`src/rtl/m1_round_feed_if.sv`:
```
// Bus between the SHA-256 round sequencer and the external a..h shift-register pair
// together with its W/K word sources.
interface m1_round_feed_if;
    logic         start;
    logic [255:0] iv_in;
    logic [31:0]  a;
    logic [31:0]  b;
    logic [31:0]  c;
    logic [31:0]  d;
    logic [31:0]  e;
    logic [31:0]  f;
    logic [31:0]  g;
    logic [31:0]  h;
    logic [31:0]  w_in;
    logic [31:0]  k_in;
    logic [5:0]   round_idx;
    logic [31:0]  abc_data_out;
    logic [31:0]  e_data_out;
    logic         abc_en;
    logic         busy;
    logic         done;

    modport master (
        output start, iv_in, a, b, c, d, e, f, g, h, w_in, k_in,
        input  round_idx, abc_data_out, e_data_out, abc_en, busy, done
    );

    modport slave (
        input  start, iv_in, a, b, c, d, e, f, g, h, w_in, k_in,
        output round_idx, abc_data_out, e_data_out, abc_en, busy, done
    );
endinterface

```
`src/rtl/m1_round_feed.sv`:
```
// SHA-256 compression round sequencer: loads the IV into the external a..h chains,
// then runs 64 two-cycle rounds (evaluate, shift) and pulses done.
module m1_round_feed (
    input  logic           clk_h,
    input  logic           rst_n,
    m1_round_feed_if.slave bus
);
    localparam int DATA_W   = 32;
    localparam int LAST_RND = 63;

    typedef enum logic [2:0] {
        S_IDLE,
        S_INIT,
        S_R_EVAL,
        S_R_SHIFT,
        S_DONE
    } state_t;

    function automatic logic [DATA_W-1:0] ror(input logic [DATA_W-1:0] x, input int n);
        return (x >> n) | (x << (DATA_W - n));
    endfunction

    function automatic logic [DATA_W-1:0] big_sigma0(input logic [DATA_W-1:0] x);
        return ror(x, 2) ^ ror(x, 13) ^ ror(x, 22);
    endfunction

    function automatic logic [DATA_W-1:0] big_sigma1(input logic [DATA_W-1:0] x);
        return ror(x, 6) ^ ror(x, 11) ^ ror(x, 25);
    endfunction

    function automatic logic [DATA_W-1:0] choose(input logic [DATA_W-1:0] x,
                                                 input logic [DATA_W-1:0] y,
                                                 input logic [DATA_W-1:0] z);
        return (x & y) ^ (~x & z);
    endfunction

    function automatic logic [DATA_W-1:0] majority(input logic [DATA_W-1:0] x,
                                                   input logic [DATA_W-1:0] y,
                                                   input logic [DATA_W-1:0] z);
        return (x & y) ^ (x & z) ^ (y & z);
    endfunction

    state_t              r_state;
    state_t              w_state_nxt;
    logic [1:0]          r_load_cnt;
    logic [1:0]          w_load_cnt_nxt;
    logic [1:0]          w_load_inc;
    logic [255:0]        r_iv;
    logic [255:0]        w_iv_nxt;
    logic [DATA_W-1:0]   w_iv_words [8];
    logic [5:0]          r_round_idx;
    logic [5:0]          w_round_idx_nxt;
    logic [DATA_W-1:0]   w_t1_p0;
    logic [DATA_W-1:0]   w_t2_p0;
    logic [DATA_W-1:0]   r_abc_data_p1;
    logic [DATA_W-1:0]   w_abc_data_nxt;
    logic [DATA_W-1:0]   r_e_data_p1;
    logic [DATA_W-1:0]   w_e_data_nxt;
    logic                r_abc_en;
    logic                w_abc_en_nxt;
    logic                r_busy;
    logic                w_busy_nxt;
    logic                r_done;
    logic                w_done_nxt;

    // Stage 0: round arithmetic on the working variables read back this cycle
    assign w_t1_p0 = bus.h + big_sigma1(bus.e) + choose(bus.e, bus.f, bus.g)
                   + bus.k_in + bus.w_in;
    assign w_t2_p0 = big_sigma0(bus.a) + majority(bus.a, bus.b, bus.c);

    // Word i of the latched IV, i=0 is a ... i=7 is h
    always_comb begin
        for (int i = 0; i < 8; i++) begin
            w_iv_words[i] = r_iv[255 - 32*i -: 32];
        end
    end

    // Load step n shifts d,c,b,a / h,g,f,e, i.e. word indices 3-n and 7-n
    assign w_load_inc = r_load_cnt + 2'd1;

    always_comb begin
        w_state_nxt     = r_state;
        w_load_cnt_nxt  = r_load_cnt;
        w_iv_nxt        = r_iv;
        w_round_idx_nxt = r_round_idx;
        w_abc_data_nxt  = r_abc_data_p1;
        w_e_data_nxt    = r_e_data_p1;
        w_abc_en_nxt    = 1'b0;
        w_busy_nxt      = r_busy;
        w_done_nxt      = 1'b0;

        case (r_state)
            S_IDLE: begin
                w_round_idx_nxt = 6'd0;
                w_busy_nxt      = 1'b0;
                if (bus.start) begin
                    w_state_nxt    = S_INIT;
                    w_load_cnt_nxt = 2'd0;
                    w_iv_nxt       = bus.iv_in;
                    w_abc_data_nxt = bus.iv_in[159:128];
                    w_e_data_nxt   = bus.iv_in[31:0];
                    w_abc_en_nxt   = 1'b1;
                    w_busy_nxt     = 1'b1;
                end
            end

            S_INIT: begin
                if (r_load_cnt == 2'd3) begin
                    w_state_nxt     = S_R_EVAL;
                    w_round_idx_nxt = 6'd0;
                end else begin
                    w_load_cnt_nxt = w_load_inc;
                    w_abc_data_nxt = w_iv_words[{1'b0, ~w_load_inc}];
                    w_e_data_nxt   = w_iv_words[{1'b1, ~w_load_inc}];
                    w_abc_en_nxt   = 1'b1;
                end
            end

            S_R_EVAL: begin
                w_abc_data_nxt = w_t1_p0 + w_t2_p0;
                w_e_data_nxt   = bus.d + w_t1_p0;
                w_abc_en_nxt   = 1'b1;
                w_state_nxt    = S_R_SHIFT;
            end

            S_R_SHIFT: begin
                if (r_round_idx != 6'(LAST_RND)) begin
                    w_round_idx_nxt = r_round_idx + 6'd1;
                    w_state_nxt     = S_R_EVAL;
                end else begin
                    w_state_nxt = S_DONE;
                    w_done_nxt  = 1'b1;
                    w_busy_nxt  = 1'b0;
                end
            end

            S_DONE: begin
                w_state_nxt     = S_IDLE;
                w_round_idx_nxt = 6'd0;
                w_busy_nxt      = 1'b0;
            end

            default: begin
                w_state_nxt     = S_IDLE;
                w_round_idx_nxt = 6'd0;
                w_busy_nxt      = 1'b0;
            end
        endcase
    end

    // Stage 1: registered state and outputs
    always_ff @(posedge clk_h) begin
        if (!rst_n) begin
            r_state       <= S_IDLE;
            r_load_cnt    <= 2'd0;
            r_round_idx   <= 6'd0;
            r_abc_data_p1 <= '0;
            r_e_data_p1   <= '0;
            r_abc_en      <= 1'b0;
            r_busy        <= 1'b0;
            r_done        <= 1'b0;
        end else begin
            r_state       <= w_state_nxt;
            r_load_cnt    <= w_load_cnt_nxt;
            r_round_idx   <= w_round_idx_nxt;
            r_abc_data_p1 <= w_abc_data_nxt;
            r_e_data_p1   <= w_e_data_nxt;
            r_abc_en      <= w_abc_en_nxt;
            r_busy        <= w_busy_nxt;
            r_done        <= w_done_nxt;
        end
    end

    // The IV copy is pure data and is always reloaded at start accept
    always_ff @(posedge clk_h) begin
        r_iv <= w_iv_nxt;
    end

    assign bus.round_idx    = r_round_idx;
    assign bus.abc_data_out = r_abc_data_p1;
    assign bus.e_data_out   = r_e_data_p1;
    assign bus.abc_en       = r_abc_en;
    assign bus.busy         = r_busy;
    assign bus.done         = r_done;
endmodule

```
`src/flat_wrapper.sv`:
```
// flat-port wrapper written by rule: the top's interface ports become plain ports
module m1_round_feed_flat 
  (clk_h, rst_n, bus_start, bus_iv_in, bus_a, bus_b, bus_c, bus_d, bus_e, bus_f, bus_g, bus_h, bus_w_in, bus_k_in, bus_round_idx, bus_abc_data_out, bus_e_data_out, bus_abc_en, bus_busy, bus_done);
  m1_round_feed_if bus_i ();
  input  logic clk_h;
  input  logic rst_n;
  input wire logic [$bits(bus_i.start)-1:0] bus_start;
  input wire logic [$bits(bus_i.iv_in)-1:0] bus_iv_in;
  input wire logic [$bits(bus_i.a)-1:0] bus_a;
  input wire logic [$bits(bus_i.b)-1:0] bus_b;
  input wire logic [$bits(bus_i.c)-1:0] bus_c;
  input wire logic [$bits(bus_i.d)-1:0] bus_d;
  input wire logic [$bits(bus_i.e)-1:0] bus_e;
  input wire logic [$bits(bus_i.f)-1:0] bus_f;
  input wire logic [$bits(bus_i.g)-1:0] bus_g;
  input wire logic [$bits(bus_i.h)-1:0] bus_h;
  input wire logic [$bits(bus_i.w_in)-1:0] bus_w_in;
  input wire logic [$bits(bus_i.k_in)-1:0] bus_k_in;
  output wire logic [$bits(bus_i.round_idx)-1:0] bus_round_idx;
  output wire logic [$bits(bus_i.abc_data_out)-1:0] bus_abc_data_out;
  output wire logic [$bits(bus_i.e_data_out)-1:0] bus_e_data_out;
  output wire logic [$bits(bus_i.abc_en)-1:0] bus_abc_en;
  output wire logic [$bits(bus_i.busy)-1:0] bus_busy;
  output wire logic [$bits(bus_i.done)-1:0] bus_done;
  assign bus_i.start = bus_start;
  assign bus_i.iv_in = bus_iv_in;
  assign bus_i.a = bus_a;
  assign bus_i.b = bus_b;
  assign bus_i.c = bus_c;
  assign bus_i.d = bus_d;
  assign bus_i.e = bus_e;
  assign bus_i.f = bus_f;
  assign bus_i.g = bus_g;
  assign bus_i.h = bus_h;
  assign bus_i.w_in = bus_w_in;
  assign bus_i.k_in = bus_k_in;
  assign bus_round_idx = bus_i.round_idx;
  assign bus_abc_data_out = bus_i.abc_data_out;
  assign bus_e_data_out = bus_i.e_data_out;
  assign bus_abc_en = bus_i.abc_en;
  assign bus_busy = bus_i.busy;
  assign bus_done = bus_i.done;
  m1_round_feed u_core (.clk_h(clk_h), .rst_n(rst_n), .bus(bus_i));
endmodule
```
`config.mk`:
```
export PLATFORM = sky130hd
export DESIGN_NAME = m1_round_feed_flat
export DESIGN_NICKNAME = d
export VERILOG_FILES = /design/src/rtl/m1_round_feed_if.sv /design/src/rtl/m1_round_feed.sv /design/src/flat_wrapper.sv
export SDC_FILE = /design/constraint.sdc
export NUM_CORES = 1
export LEC_CHECK = 0
export CORE_AREA = 2 2 257 259
export DETAILED_ROUTE_END_ITERATION = 6
export DIE_AREA = 0 0 259 261
export SYNTH_ARGS = -nofsm -noshare
export SYNTH_HDL_FRONTEND = slang
export SYNTH_SLANG_ARGS = --single-unit
```
`constraint.sdc`:
```
create_clock -name clk_h -period 12.4 [get_ports clk_h]
set_clock_uncertainty 0.2 [all_clocks]
set_input_delay 3.1 -clock clk_h [delete_from_list [all_inputs] [get_ports clk_h]]
set_output_delay 3.1 -clock clk_h [all_outputs]
set_load 0.005 [all_outputs]
```
Yosys cells after proc, flatten, opt, wreduce, memory -nomap -nowiden
Cells that the tools add are included.
W data, S select, Z words.
{"block": "classes", "addsub": 9, "mux": 28, "multipliers": 0, "eq_ne": 10, "n_bitwise": 24, "div": 0, "order_cmp": 2, "reduce_logical": 11, "n_shift": 0}
{"op": "$mux W32", "n": 8}
{"op": "$add A32 B32 Y32", "n": 7}
{"op": "$xor A32 B32 Y32", "n": 7}
{"op": "$bmux W32 S3", "n": 2}
{"op": "$pmux W32 S3", "n": 2}
{"op": "$and A32 B32 Y32", "n": 5}
{"op": "$not A32 Y32", "n": 1}
{"op": "$or A10 B32 Y32", "n": 1}
{"op": "$or A19 B32 Y32", "n": 1}
{"op": "$or A21 B32 Y32", "n": 1}
{"op": "$or A26 B32 Y32", "n": 1}
{"op": "$or A30 B32 Y32", "n": 1}
{"op": "$or A7 B32 Y32", "n": 1}
{"op": "$pmux W6 S3", "n": 1}
{"op": "$mux W6", "n": 2}
{"op": "$pmux W3 S4", "n": 1}
{"op": "$mux W3", "n": 3}
{"op": "$reduce_and A3 Y1", "n": 3}
{"op": "$ge A4 B4 Y1 const B", "n": 2}
{"op": "$reduce_and A2 Y1", "n": 4}
{"op": "$add A6 B1 Y6 const B", "n": 1}
{"op": "$eq A3 B2 Y1 const B", "n": 2}
{"op": "$ne A2 B2 Y1 const B", "n": 3}
{"op": "$ne A6 B6 Y1 const B", "n": 1}
{"op": "16 further kinds", "n": 23}
{"block": "totals", "latch_bits": 0, "memories": 0, "in_bits": 579, "out_inout_bits": 73, "reg_bits": 334, "romBits": 0, "wordCells": 93, "mem_bits_rw": 0}

Longest topological paths before layout
Gate-level depths: netlist (run 1).
{"block": "depth", "word_depth": 9, "depth_mapped": 30, "mapped_depth_nobuf": 30}

Worst setup path before layout (run 1)
OpenSTA, ideal clock, no wires.
{"block": "synth_timing", "path_type": "input -> register", "start": "in bus_start", "end": "reg u_core.r_iv[0], enable pin", "setup_slack_ns": 2.568, "n_path_buf": 0, "stages": 1, "setup_time_ns": 0.651, "required_ns": 11.549, "arrival_ns": 8.981, "cell_sequence": "and3_1"}
{"block": "synth_between", "elab_chain_cells": 1}
{"element": "from (decl)", "line_no": "flat_wrapper.sv:7", "source": "input wire logic [$bits(bus_i.start)-1:0] bus_start;"}
{"element": "$reduce_and A2 Y1 (no line)"}
{"element": "to (signal assigned)", "line_no": "m1_round_feed.sv:176", "source": "r_iv <= w_iv_nxt;"}
{"element": "to (decl)", "line_no": "m1_round_feed.sv:48", "source": "logic [255:0] r_iv;"}
Every way passes these cells.
A chain may end at the register's enable or synchronous reset.

Final worst setup path (run 1)
{"block": "layout_timing", "start": "in bus_k_in[1]", "end": "reg u_core.r_abc_data_p1[31], in the netlist u_core.bus.abc_data_out[31]"}
{"block": "layout_between", "elab_chain_cells": 4}
{"element": "from (decl)", "line_no": "flat_wrapper.sv:18", "source": "input wire logic [$bits(bus_i.k_in)-1:0] bus_k_in;"}
{"element": "$add A32 B32 Y32 (2 in series)", "line_no": "m1_round_feed.sv:68", "source": "+ bus.k_in + bus.w_in;"}
{"element": "$add A32 B32 Y32", "line_no": "m1_round_feed.sv:120", "source": "w_abc_data_nxt = w_t1_p0 + w_t2_p0;"}
{"element": "$pmux W32 S3", "line_no": "m1_round_feed.sv:92", "source": "case (r_state)"}
{"element": "to (signal assigned)", "line_no": "m1_round_feed.sv:166", "source": "r_abc_data_p1 <= w_abc_data_nxt;"}
{"element": "to (decl)", "line_no": "m1_round_feed.sv:55", "source": "logic [DATA_W-1:0] r_abc_data_p1;"}
Every way passes these cells.

==> results.cfg, run 1 <==
[outcome]
status = complete, no violations

[timing]
final-hold-violation-count = 0
period_share_pct = 82.4
maxSlewHeadroom_pct = 23.0
fin_ws_ns = 2.19
max_freq_mhz = 97.9
finalSetupTns_ns = 0
setup_viol = 0
tightestPinTransition_ns = 1.15
rsz0062_at_grt = false
drv_slew = 0
period_needed_ns = 10.21

[flow_run]
cap_violations = 0

[grt]
grt_pass1_vias = 17823
grt.overflow.total = 0
antenna_found_initial = 13
grt_pass1_wl_um = 121000
grt_max_degree = 179
track_usage_pct = 24.5

[pwr]
vdd_drop_max_uv = 235
cellPowerDensity_nw_per_um2 = 286
total_power_mw = 8.81
leakagePower_nw = 11.5

[worst_hold_path]
min_path_type = reg2reg

[yosys]
synth_seq_cells = 334
synth_commonest_cells = edfxtp_1, inv_1, xnor2_1, a21oi_1, fa_1
yosysTopAreaCellShare_pct = 34.8
ys_top_cells_by_area = edfxtp_1, fa_1, dfxtp_1, xnor2_1, mux4_2
synth_top_area_cell = edfxtp_1
synth_most_common_cell = edfxtp_1
synth_flop_cell = edfxtp_1
postSynthAreaPerCell_um2 = 11.9
synth_enable_flop_cells = 256
synth_area_um2 = 22100
syn_nets = 2657
synthCells = 1858
ys_types = 75
seq_area_frac_synth_pct = 41.9
yosys_warnings = 0
async_flop_share_pct = 0

[critical_path]
cp_common_cell = fa_1
end_kind = register
crit_slowest_cell = fa_1
crit_path_start_kind = input pin
slowest_delay_ns = 0.49
crit_path_max_fanout = 5
worstSetupPathType = in2reg
crit_arrival_ns = 10.44
required_ns = 12.63

[layout]
nNetsFinal = 3292
seq_area_um2 = 9250
fillers = 5867
multi_input_area_um2 = 11900
drive_gt1_share_pct = 7.17
design_area_um2 = 30800
syn_to_final_growth_pct = 39.6

[place]
post_dp_cell_area_um2 = 29600
pre_cts_ws_ns = 1.64
dpl.hpwl_um = 70300
io_buffer_count = 651
gp_congestion = 0.893

[route]
vias = 17509
drc_errors = 0
viasPerCell = 5.15
wire_per_inst_um = 25.3
antenna_left = 0
routed_wl_um = 85800
drt-initial-drc-count = 1517
first_pass_iters = 5

[clock_network]
post_cts_buffers = 0
clk_path_buf_depth = 3
cts_sinks = 334
clkTransAtPathRegs_ns = 0.06
cts_made_buffers = 38
cts_resized = 0
htreeDepth = 2
hold_buffers = 0
ctsRootBufferMaster = clkbuf_16
clk_latency_ns = 0.55
cts_tree = built

[floorplanning]
die_area_um2 = 67600
io_pins = 652
rows = 94
core_region_area_um2 = 65000
die_h_um = 261
start_util_pct = 33.9
die_w_um = 259
## cells in the final DEF, fill, tap and decap left out, types with 9 or more instances in the layout
| cell | count |
|---|---|
| a21o_1 | 53 |
| a21oi_1 | 131 |
| a221oi_1 | 54 |
| a31oi_1 | 9 |
| buf_4 | 9 |
| clkbuf_1 | 14 |
| clkbuf_16 | 39 |
| clkdlybuf4s50_1 | 650 |
| dfxtp_1 | 77 |
| diode_2 | 10 |
| edfxtp_1 | 256 |
| fa_1 | 125 |
| ha_1 | 94 |
| inv_1 | 190 |
| maj3_1 | 21 |
| mux2_2 | 29 |
| mux4_2 | 64 |
| nand2_1 | 84 |
| nand2b_1 | 10 |
| nand3_1 | 16 |
| nand4_1 | 14 |
| nor2_1 | 44 |
| nor3_1 | 13 |
| o211ai_1 | 14 |
| o21a_1 | 13 |
| o21ai_0 | 120 |
| o21bai_1 | 17 |
| xnor2_1 | 165 |
| xor2_1 | 56 |
## report_power, final
part / internal [mW] / total (mW) / switching [mW] / leakage [nW]
sequential: 1.30 / 1.33 / 0.0328 / 3.10
combinational: 2.63 / 6.34 / 3.71 / 7.83
clock: 0.669 / 1.14 / 0.471 / 0.597
total: 4.60 / 8.81 / 4.22 / 11.5
## metrics by stage
step	utilization, %	instances	hold slack, ns
floorplan	-	1858	0.287
global placement	45.4	3317	0.284
detailed placement	45.4	3317	0.289
CTS	47.4	3387	0.303
global route	47.4	3394	0.329
finish	47.4	3397	0.299
## worst max-delay path: cells and delay by family
| family | cells | cell delay (ns) |
|---|---|---|
| AOI/OAI and AO/OA | 17 | 3.34 |
| adders and majority gates | 7 | 2.98 |
| buffers and inverters | 3 | 0.57 |
| xor gates and xnor gates | 2 | 0.38 |
| and+or+nand+nor | 1 | 0.07 |
## state kept, by name, indices dropped and copies added (netlist names)
name / count
u_core.r_iv: 256
u_core.r_load_cnt: 2
u_core.bus.abc_data_out: 32
u_core.bus.e_data_out: 32
u_core.bus.abc_en: 1
u_core.r_state: 3
u_core.bus.done: 1
u_core.bus.busy: 1
u_core.bus.round_idx: 6
## final timing paths
path              cells past startpoint                     endpoint  slack, ns                 startpoint
hold / removal                        1    u_core.bus.e_data_out[12]       0.30  u_core.bus.e_data_out[12]
hold reg to reg                       1    u_core.bus.e_data_out[12]       0.30  u_core.bus.e_data_out[12]
setup / recovery                     30  u_core.bus.abc_data_out[31]       2.19                bus_k_in[1]
setup reg to reg                      5   u_core.bus.abc_data_out[4]       8.58       u_core.r_load_cnt[0]
## logic make-up (layout without fill, tap and decap cells)
logic type | after synthesis | count (layout) | synth area share [%]
adders and majority gates | 241 | 241 | 17.7
and+or+nand+nor | 230 | 230 | 5.02
xor gates and xnor gates | 222 | 222 | 8.84
DFF | 334 | 334 | 41.9
other | 0 | 10 | 0
muxes | 97 | 97 | 8.19
buffers and inverters | 256 | 921 | 4.36
AOI/OAI and AO/OA | 478 | 478 | 14.0
## cell type report
cell class	instances	share of cell area [%]
Multi-Input combinational cell	1268	38.6
Clock inverter	17	0.702
Tap cell	864	3.51
Timing Repair Buffer	661	21.4
Clock buffer	53	3.34
Inverter	190	2.31
Sequential cell	334	30.0
Antenna cell	10	0.0812
## per-layer routing
layer | vias up | track usage (%) | routed length [um]
met5 | - | 0 | 39
met4 | 6 | 6.21 | 1890
met3 | 89 | 5.35 | 6130
met2 | 610 | 42.1 | 42800
met1 | 8736 | 31.5 | 35000
li1 | 8068 | - | -
No activity file was read; power rests on OpenSTA's default activity.
==> run 2, diff against run 1 <==
==> constraint.sdc (replaced) <==
create_clock -name clk_h -period 9.4 [get_ports clk_h]
set_clock_uncertainty 0.2 [all_clocks]
set_input_delay 2.35 -clock clk_h [delete_from_list [all_inputs] [get_ports clk_h]]
set_output_delay 2.35 -clock clk_h [all_outputs]
set_load 0.005 [all_outputs]
==> run 2 against run 1 <==
Critical path depth unchanged. Setup slack worse by 1.8 ns. Design area grew 2.3%. Non-clock buffer count rose by 91. Wire length up 1.1%. Register-to-register slack got worse by 3.1 ns. Sequential cell count stayed put. Cell count is 2.6% higher. Largest power group unchanged. Combinational power is 49% higher. Critical endpoint unchanged. Largest cell class unchanged. Clock power up 33%. First-iteration DRC count fell by 12%. Clock-buffer cell count fell by 2.
==> results.cfg, run 2 (synthesis gave the netlist of run 1 again) <==
[outcome]
status = complete, no violations

[timing]
drv_slew = 0
period_share_pct = 95.6
maxSlewHeadroom_pct = 19.6
finalSetupTns_ns = 0
rsz0062_at_grt = false
max_freq_mhz = 111
fin_worst_hold_slack_ns = 0.311
fin_ws_ns = 0.413
setup_viol = 0
tightestPinTransition_ns = 1.21
period_needed_ns = 8.99
final-hold-violation-count = 0

[clock_network]
hold_buffers = 0
htreeDepth = 2
cts_sinks = 334
cts_made_buffers = 39
clkTransAtPathRegs_ns = 0.06
clk_latency_ns = 0.59
cts_tree = built
ctsRootBufferMaster = clkbuf_16
clk_path_buf_depth = 3

[floorplanning]
io_pins = 652
start_util_pct = 33.9
die_area_um2 = 67600
rows = 94
core_region_area_um2 = 65000
die_w_um = 259
die_h_um = 261

[route]
drc_errors = 0
drt-initial-drc-count = 1328
wire_per_inst_um = 24.9
viasPerCell = 5.15
antenna_left = 0
routed_wl_um = 86700
first_pass_iters = 6
vias = 17935

[layout]
final_common_cell = clkdlybuf4s50_1
syn_to_final_growth_pct = 42.9
top_register = u_core.r_iv
largest_reg_flops = 256
final_cell_mix = clkdlybuf4s50_1, edfxtp_1, inv_1, xnor2_1, a21oi_1
fin_cells = 3484
nNetsFinal = 3384
drive_gt1_share_pct = 10.6

[grt]
track_usage_pct = 24.7
grt.overflow.total = 0
grt_max_degree = 176
antenna_found_initial = 9
grt_pass1_wl_um = 122000
grt_pass1_vias = 18431

[place]
dpl.hpwl_um = 71300
io_buffer_count = 651
pre_cts_ws_ns = -0.440
dp.cells = 3408
gp_congestion = 0.900

[pwr]
cellPowerDensity_nw_per_um2 = 403
leakagePower_nw = 12.0
vdd_drop_max_uv = 272

[worst_hold_path]
min_path_type = reg2reg

[critical_path]
end_kind = register
path_buf_inv = 3
crit_path_start_kind = input pin
crit_arrival_ns = 9.25
crit_path_max_fanout = 4
worstSetupPathType = in2reg
cp_top_family = compound AO/OA/AOI/OAI gates
crit_slowest_cell = fa_1
required_ns = 9.66
cp_common_cell = fa_1
slowest_delay_ns = 0.50

[flow_run]
cap_violations = 0
## run 2: timing repair
item	in CTS	in global routing
buffers inserted	0	0
resized for setup	0	4
endpoints found under the setup margin	0	6
## run 2: cell type report
type                       count  area, um^2
antenna                        5        12.5
inverter                     190         713
clock buffer                  51        1030
timing repair buffer         752        7280
clock inverter                20         238
fill                        5902       33500
sequential                   334        9250
tap                          864        1080
multi-input combinational   1268       11900
## run 2: path summary, 6_finish.rpt
path / cells after the start / to / slack (ns) / startpoint
worst min register to register: 1 / u_core.bus.e_data_out[12] / 0.31 / u_core.bus.e_data_out[12]
worst max-delay path: 30 / u_core.bus.abc_data_out[31] / 0.41 / bus_k_in[1]
worst max register to register: 5 / u_core.bus.abc_data_out[4] / 5.48 / u_core.r_load_cnt[0]
worst min-delay path: 1 / u_core.bus.e_data_out[12] / 0.31 / u_core.bus.e_data_out[12]
## run 2: layer usage
layer	wire, um	global-route usage (%)
met5	40	0
met4	2200	7.02
met3	5680	5.04
met2	42900	42.2
met1	35900	31.9
## run 2: stage by stage
stage                     utilization [%]  instance area [um^2]  power, mW
after floorplan                         -                 22100       7.67
after global placement               46.5                 30200       11.1
after detailed placement             46.5                 30200       11.1
after CTS                            48.4                 31500       12.7
after global routing                 48.5                 31500       13.7
final                                48.5                 31500       12.7
## run 2: power breakdown
part	leakage (nW)	internal [mW]	switching, mW
logic	8.28	4.26	5.20
clock network	0.615	0.872	0.646
registers	3.10	1.71	0.0440
total	12.0	6.84	5.89
==> run 3, diff against run 2 <==
==> constraint.sdc (replaced) <==
create_clock -name clk_h -period 11.4 [get_ports clk_h]
set_clock_uncertainty 0.2 [all_clocks]
set_input_delay 2.85 -clock clk_h [delete_from_list [all_inputs] [get_ports clk_h]]
set_output_delay 2.85 -clock clk_h [all_outputs]
set_load 0.005 [all_outputs]
==> run 3 against run 2 <==
Clock-buffer cell count grew 6. Clock power shrank 18%. Setup slack improved by 0.92 ns. Sequential share of layout area is 0.65 points higher. Non-clock buffer count is 91 lower. Hold slack worse by 0.0016 ns. Sequential power is 18% lower. Critical path depth unchanged. Cell count shrank 2.4%. Largest cell class unchanged.
==> results.cfg, run 3 (synthesis gave the netlist of run 1 again) <==
[outcome]
status = complete, no violations

[timing]
final-hold-violation-count = 0
fin_ws_ns = 1.34
tightestPinTransition_ns = 1.15
drv_slew = 0
period_share_pct = 88.3
rsz0062_at_grt = false
finalSetupTns_ns = 0
period_needed_ns = 10.06
setup_viol = 0
max_freq_mhz = 99.4
maxSlewHeadroom_pct = 23.6

[pwr]
sequentialPowerShare_pct = 15.1
cellPowerDensity_nw_per_um2 = 309
clkPwrFrac_pct = 13.0
p_sw_mw = 4.55
p_comb_share_pct = 71.9
cellInternalPower_mw = 4.99
vdd_drop_max_uv = 241
switching_share_pct = 47.7
leakagePower_nw = 11.5

[place]
io_buffer_count = 651
dpl.hpwl_um = 70300
pre_cts_ws_ns = 0.880
post_dp_cell_area_um2 = 29600
gp_congestion = 0.893

[grt]
grt_max_degree = 179
antenna_found_initial = 22
track_usage_pct = 24.5
grt_pass1_wl_um = 120000
grt.overflow.total = 0
grt_pass1_vias = 17889

[layout]
design_area_um2 = 30900
final_common_cell = clkdlybuf4s50_1
top_register = u_core.r_iv
nNetsFinal = 3292
final_cell_mix = clkdlybuf4s50_1, edfxtp_1, inv_1, xnor2_1, a21oi_1
drive_gt1_share_pct = 7.29
final_util_pct = 47.4
largest_reg_flops = 256
syn_to_final_growth_pct = 39.8

[critical_path]
crit_start = bus_k_in[1]
worstSetupPathType = in2reg
slowest_delay_ns = 0.50
r2r_end = u_core.bus.abc_data_out[4]
crit_end = u_core.bus.abc_data_out[31]
end_kind = register
crit_path_start_kind = input pin
crit_arrival_ns = 10.29
crit_path_max_fanout = 5
reg2reg_from = u_core.r_load_cnt[0]
required_ns = 11.63
crit_slowest_cell = fa_1
rr_worst_depth = 5
reg2reg_slack_ns = 7.66
cp_common_cell = fa_1

[route]
viasPerCell = 5.13
wl_met1_um = 33600
antenna_left = 0
drc_errors = 0
first_pass_iters = 5
wire_per_inst_um = 25.1
routed_wl_um = 85400
vias = 17441
wl_met3_um = 7400
drt-initial-drc-count = 1298
highest-signal-layer = met5
routed-wl-met2_um = 41900

[clock_network]
clkTransAtPathRegs_ns = 0.06
clk_latency_ns = 0.55
ctsRootBufferMaster = clkbuf_16
clk_path_buf_depth = 3
htreeDepth = 2
cts_made_buffers = 38
cts_resized = 0
hold_buffers = 0
cts_sinks = 334
cts_tree = built
post_cts_buffers = 0

[floorplanning]
io_pins = 652
die_w_um = 259
die_area_um2 = 67600
start_util_pct = 33.9
die_h_um = 261
rows = 94
core_region_area_um2 = 65000

[worst_hold_path]
min_path_type = reg2reg

[flow_run]
cap_violations = 0
-- run 3: cell types whose count changed in the layout (fill, tap and decap cells not counted), moves of 3 or more --
cell and change:
diode_2 +9, clkbuf_8 +4, clkinv_1 -3, buf_4 -91
-- run 3: cell type report --
class	instances	area [um^2]
fill	5891	34200
multi-input combinational	1268	11900
sequential	334	9250
timing repair buffer	661	6600
clock buffer	57	1110
tap	864	1080
inverter	190	713
clock inverter	13	154
antenna	14	35.0
-- run 3: worst min path at each step --
stage	from	to	slack (ns)	cells after the start
floorplan	u_core.bus.round_idx[5]	u_core.bus.round_idx[5]	0.29	2
global placement	u_core.bus.e_data_out[12]	u_core.bus.e_data_out[12]	0.28	1
detailed placement	u_core.bus.abc_data_out[10]	u_core.bus.abc_data_out[10]	0.30	1
CTS	u_core.bus.abc_data_out[10]	u_core.bus.abc_data_out[10]	0.32	1
global route	u_core.bus.abc_data_out[10]	u_core.bus.abc_data_out[10]	0.33	1
finish	u_core.bus.abc_data_out[10]	u_core.bus.abc_data_out[10]	0.31	1
-- run 3: power by group through the flow --
| stage | Sequential, mW | Clock (mW) | Combinational, mW |
|---|---|---|---|
| final | 1.44 | 1.24 | 6.86 |
| after global routing | 1.45 | 1.32 | 7.58 |
| after CTS | 1.45 | 1.27 | 6.88 |
| after detailed placement | 1.47 | 0 | 6.84 |
| after global placement | 1.47 | 0 | 6.83 |
| after floorplan | 1.47 | 0 | 4.85 |
-- run 3: worst max-delay path: cells and delay by family --
family                   cells  cell delay, ns
AO/OA/AOI/OAI               17            3.42
AND/OR/NAND/NOR              1            0.07
XOR/XNOR                     2            0.39
buffers and inverters        3            0.57
adder cells (fa/ha/maj)      7            2.99
-- run 3: through the flow --
stage / power [mW] / std cells / hold WS (ns)
after floorplan: 6.32 / 1858 / 0.287
after global placement: 8.30 / 3317 / 0.284
after detailed placement: 8.31 / 3317 / 0.302
after CTS: 9.60 / 3387 / 0.316
after global routing: 10.4 / 3397 / 0.331
final: 9.54 / 3401 / 0.309
-- run 3: routing by layer --
metal | global-route usage, % | up-vias
met5 | 0 | -
met4 | 8.08 | 14
met3 | 7.53 | 108
met2 | 41.1 | 627
met1 | 30.2 | 8626
li1 | - | 8066
